--- src/rtl/dac_channel_scheduler_if.sv ---
// Voice-side bundle of the DAC scheduler: level requests, channel mask, packed samples,
// and the per-channel ack plus the command word handed to the SPI shifter.
interface dac_channel_scheduler_if;
  logic [3:0]  req;
  logic [3:0]  ch_enable;
  logic [63:0] sample_data;
  logic [3:0]  ack;
  logic [23:0] dac_data;
  logic        send;
  logic        busy;

  modport master (
    output req, ch_enable, sample_data,
    input  ack, dac_data, send, busy
  );

  modport slave (
    input  req, ch_enable, sample_data,
    output ack, dac_data, send, busy
  );
endinterface

--- src/rtl/dac_channel_scheduler.sv ---
// Round-robin arbiter sharing one four-channel SPI DAC among four voices: grants a request,
// builds the 24-bit command word, pulses send, then holds off for one SPI frame.
module dac_channel_scheduler #(
  parameter int unsigned SPI_FRAME_CYCLES = 64,
  parameter logic [3:0]  CMD_PREFIX       = 4'b0011
) (
  input  logic                    clock_in,
  input  logic                    rstn,
  dac_channel_scheduler_if.slave  bus
);

  localparam int unsigned TIMER_W = (SPI_FRAME_CYCLES > 2) ? $clog2(SPI_FRAME_CYCLES) : 1;

  typedef enum logic [1:0] {
    IDLE,
    SEND,
    WAIT
  } state_t;

  state_t               state_reg;
  logic [TIMER_W-1:0]   timer_reg;
  logic [1:0]           rr_last_reg;
  logic [3:0]           ack_reg;
  logic [23:0]          dac_data_reg;
  logic                 send_reg;
  logic                 busy_reg;

  logic [3:0]           elig;
  logic [1:0]           cand_idx [4];
  logic [3:0]           cand_hit;
  logic                 grant_valid;
  logic [1:0]           grant_idx;
  logic [15:0]          grant_sample;

  assign elig = bus.req & bus.ch_enable;

  // Candidate gi is the channel gi+1 places after the last winner, so slot 0 is highest priority.
  generate
    for (genvar gi = 0; gi < 4; gi++) begin : g_cand
      assign cand_idx[gi] = rr_last_reg + 2'(gi + 1);
      assign cand_hit[gi] = elig[cand_idx[gi]];
    end
  endgenerate

  always_comb begin
    grant_valid = |cand_hit;
    grant_idx   = cand_idx[3];
    for (int i = 3; i >= 0; i--) begin
      if (cand_hit[i]) begin
        grant_idx = cand_idx[i];
      end
    end
  end

  assign grant_sample = bus.sample_data[16*grant_idx +: 16];

  always_ff @(posedge clock_in) begin
    if (!rstn) begin
      state_reg    <= IDLE;
      timer_reg    <= '0;
      rr_last_reg  <= 2'd3;
      ack_reg      <= '0;
      dac_data_reg <= '0;
      send_reg     <= 1'b0;
      busy_reg     <= 1'b0;
    end else begin
      case (state_reg)
        IDLE: begin
          send_reg <= 1'b0;
          if (grant_valid) begin
            dac_data_reg <= {CMD_PREFIX, 4'(4'b0001 << grant_idx), grant_sample};
            ack_reg      <= 4'(4'b0001 << grant_idx);
            busy_reg     <= 1'b1;
            rr_last_reg  <= grant_idx;
            state_reg    <= SEND;
          end else begin
            ack_reg  <= '0;
            busy_reg <= 1'b0;
          end
        end
        SEND: begin
          ack_reg   <= '0;
          send_reg  <= 1'b1;
          timer_reg <= TIMER_W'(SPI_FRAME_CYCLES - 1);
          state_reg <= WAIT;
        end
        WAIT: begin
          send_reg <= 1'b0;
          // Frame hold-off: leaves WAIT N edges after the send pulse.
          if (timer_reg == '0) begin
            busy_reg  <= 1'b0;
            state_reg <= IDLE;
          end else begin
            timer_reg <= timer_reg - 1'b1;
          end
        end
        default: begin
          state_reg <= IDLE;
        end
      endcase
    end
  end

  assign bus.ack      = ack_reg;
  assign bus.dac_data = dac_data_reg;
  assign bus.send     = send_reg;
  assign bus.busy     = busy_reg;

endmodule

--- src/flat_wrapper.sv ---
// flat-port wrapper written by rule: the top's interface ports become plain ports
module dac_channel_scheduler_flat 
#(
  parameter int unsigned SPI_FRAME_CYCLES = 64,
  parameter logic [3:0]  CMD_PREFIX       = 4'b0011
)
  (clock_in, rstn, bus_req, bus_ch_enable, bus_sample_data, bus_ack, bus_dac_data, bus_send, bus_busy);
  dac_channel_scheduler_if bus_i ();
  input  logic clock_in;
  input  logic rstn;
  input wire logic [$bits(bus_i.req)-1:0] bus_req;
  input wire logic [$bits(bus_i.ch_enable)-1:0] bus_ch_enable;
  input wire logic [$bits(bus_i.sample_data)-1:0] bus_sample_data;
  output wire logic [$bits(bus_i.ack)-1:0] bus_ack;
  output wire logic [$bits(bus_i.dac_data)-1:0] bus_dac_data;
  output wire logic [$bits(bus_i.send)-1:0] bus_send;
  output wire logic [$bits(bus_i.busy)-1:0] bus_busy;
  assign bus_i.req = bus_req;
  assign bus_i.ch_enable = bus_ch_enable;
  assign bus_i.sample_data = bus_sample_data;
  assign bus_ack = bus_i.ack;
  assign bus_dac_data = bus_i.dac_data;
  assign bus_send = bus_i.send;
  assign bus_busy = bus_i.busy;
  dac_channel_scheduler #(.SPI_FRAME_CYCLES(SPI_FRAME_CYCLES), .CMD_PREFIX(CMD_PREFIX)) u_core (.clock_in(clock_in), .rstn(rstn), .bus(bus_i));
endmodule
--- config.mk ---
export PLATFORM = sky130hd
export DESIGN_NAME = dac_channel_scheduler_flat
export DESIGN_NICKNAME = d
export VERILOG_FILES = /design/src/rtl/dac_channel_scheduler_if.sv /design/src/rtl/dac_channel_scheduler.sv /design/src/flat_wrapper.sv
export SDC_FILE = /design/constraint.sdc
export NUM_CORES = 1
export LEC_CHECK = 0
export CAP_MARGIN = 20
export CORE_ASPECT_RATIO = 0.6
export CORE_MARGIN = 2
export CORE_UTILIZATION = 40
export CTS_BUF_LIST = sky130_fd_sc_hd__clkbuf_16
export CTS_CLUSTER_DIAMETER = 100
export DETAILED_ROUTE_END_ITERATION = 10
export PLACE_DENSITY = 0.81
export SLEW_MARGIN = 10
export SYNTH_ARGS = -nofsm -noshare
export SYNTH_HDL_FRONTEND = slang
export SYNTH_SLANG_ARGS = --single-unit
--- constraint.sdc ---
create_clock -name clock_in -period 2.65 [get_ports clock_in]
set_input_delay 0.6625 -clock clock_in [delete_from_list [all_inputs] [get_ports clock_in]]
set_output_delay 0.6625 -clock clock_in [all_outputs]
set_load 0.01 [all_outputs]
==> flow_summary.ini <==
[yosys]
ys.flop_type = dfxtp_1
async_reset_ff_share_pct = 0
syn_avg_cell_area_um2 = 10.02
synthesis.area_um2 = 1994
postSynthCellCount = 199
ys_ff_latch = 37
seq_area_frac_synth_pct = 37.14
synth_edf_count = 0
ys_warn_count = 0
synth_top_area_share_pct = 37.14
synth_area_leaders = dfxtp_1 37%, mux2i_1 16%, a221oi_2 12%
yosysTopAreaCell = dfxtp_1
synth_cell_types = 35

[grt]
gr-total-overflow = 0
antenna_found_initial = 0
grt_pass1_vias = 1875
grt_usage_pct = 20.66
grt_pass1_wl_um = 8818
grt_max_degree = 20

[placement]
port_buffers = 101
dpl.cell_count = 356
dp_hpwl_um = 4135
gp_congestion = 0.8664

[worst_setup_path]
critPathLaunchType = primary input
worstPathArrival_ns = 2.49
cp_data_required_time_ns = 2.80
critical_path_peak_fanout = 19
endpoint_kind = flip-flop
critPathKind = primary input to flip-flop

[sta]
finalCritPeriodShare_pct = 88.14
final_max_slew_viol_count = 0
fin_skew_ns = 0.005982
slew-limit-headroom_pct = 59.36
tns_ns = 0
timing.fmax_mhz = 428.1
finalSetupViolCount = 0
worst_pin_slew_ns = 0.6096
hold_viol = 0
rsz0062_at_grt = false
period_minus_slack_ns = 2.336

[drt]
wl_um = 5516
drt_pre_antenna_iters = 5
drtAntennaViolNets = 0
num_vias = 1904
wl_per_cell_um = 15.15
drt_iter0_markers = 66
via_per_inst = 5.231
drc_errors = 0

[finish]
area_growth_pct = 60.98
final_common_cell = clkdlybuf4s50_1
finalNetCount = 376
diodes = 0
mostFrequentLayoutCells = 101 x clkdlybuf4s50_1, 37 x dfxtp_1, 32 x mux2i_1
largest_reg_flops = 21
stdcell_count = 364
drive_above_1_share_pct = 11.63
final_core_util_pct = 68.55

[floorplanning]
die_h_um = 58.70
fp.dieW_um = 95.16
rows = 19
core_area_um2 = 4683
initial_core_util_pct = 42.59
dieArea_um2 = 5585
io_pins = 104

[clock_tree]
cts.root.buffer_cell = clkbuf_16
cts_tree = yes
insertion_delay_ns = 0.28
cts_buffers = 5
cts.reportedPaths.clkPinSlew_ns = 0.06
clock-sinks = 37
ctsResizeCount = 0
postCtsSetupBuffers = 0
htreeDepth = 2
clock_tree.buffer_depth = 2
holdBufCountCts = 0

[pwr]
power-per-cell-area_nw_per_um2 = 641.0
p_leak_nw = 1.241
total_power_w = 0.002058
vdd_ir_drop_max_mv = 0.3343

[flow_run]
cap_violations = 0

[run_status]
outcome = finished, final reports clean

[worst_hold_path]
min_path_type = flip-flop to flip-flop
-- power breakdown --
part	switching (W)	total (W)	internal [W]
clock	0.000219	0.000563	0.000344
sequential	0.0000643	0.000712	0.000648
combinational	0.000359	0.000782	0.000424
-- through the flow --
| stage | hold WS [ns] | instance area [um^2] | setup slack, ns |
|---|---|---|---|
| 3_3_place_gp | 0.4469 | 3067 | 0.09628 |
| 4_1_cts | 0.4578 | 3211 | 0.3148 |
| 6_report | 0.4572 | 3211 | 0.3142 |
| 2_1_floorplan | 0.4661 | 1998 | 0.6044 |
| 5_1_grt | 0.4845 | 3211 | 0.2347 |
| 3_5_place_dp | 0.4499 | 3067 | 0.01890 |
-- cells in the mapped netlist, drive strengths merged (3+ instances only) --
| master | number |
|---|---|
| clkbuf | 5 |
| mux2i | 32 |
| dfxtp | 37 |
| buf | 11 |
| xor2 | 4 |
| o21ai | 20 |
| o211ai | 3 |
| nor2 | 9 |
| inv | 3 |
| a221oi | 16 |
| a21oi | 16 |
| nand2 | 17 |
-- worst max-delay path, cell delays in order --
cell and delay [ns]:
clkdlybuf4s50_1 0.45, and3b_1 0.21, a311o_1 0.36, a21oi_4 0.23, buf_12 0.21, mux2i_1 0.26, a221oi_2 0.09
-- cell families (layout without fill, tap and decap cells) --
group,Yosys count,count (layout),share of synthesized area [%]
AOI/OAI and AO/OA,65,65,27.92
xor gates and xnor gates,4,4,1.756
adders and majority gates,2,2,1.255
buffers and inverters,20,121,7.089
DFF,37,37,37.14
muxes,32,32,16.06
other,1,2,0.1880
and+or+nand+nor,38,38,8.595
-- final cells by class --
cell class	count	area, um^2
Clock buffer	5	125.1
Clock inverter	3	18.77
Fill cell	356	1473
Inverter	4	15.01
Multi-Input combinational cell	143	1124
Sequential cell	37	740.7
Tap cell	63	78.83
Timing Repair Buffer	109	1109
-- routing by layer --
metal	vias up	GRT usage [%]	part of all wire, %
met2	93	32.09	41
met4	0	5.797	1.0
met3	6	8.067	11
met5	-	0	0
li1	936	-	-
met1	869	26.90	46
-- final timing paths --
kind / slack (ns) / cells after the start / startpoint / end
min reg2reg: 0.46 / 2 / u_core.bus.dac_data[17]$_SDFFE_PN0P_ / u_core.bus.dac_data[17]$_SDFFE_PN0P_
max: 0.31 / 7 / bus_req[1] / u_core.bus.dac_data[5]$_SDFFE_PN0P_
max reg2reg: 0.81 / 6 / u_core.rr_last_reg[0]$_SDFFE_PN1P_ / u_core.bus.dac_data[5]$_SDFFE_PN0P_
min: 0.46 / 2 / u_core.bus.dac_data[17]$_SDFFE_PN0P_ / u_core.bus.dac_data[17]$_SDFFE_PN0P_
Note: power is estimated with default switching activity, not from simulation.
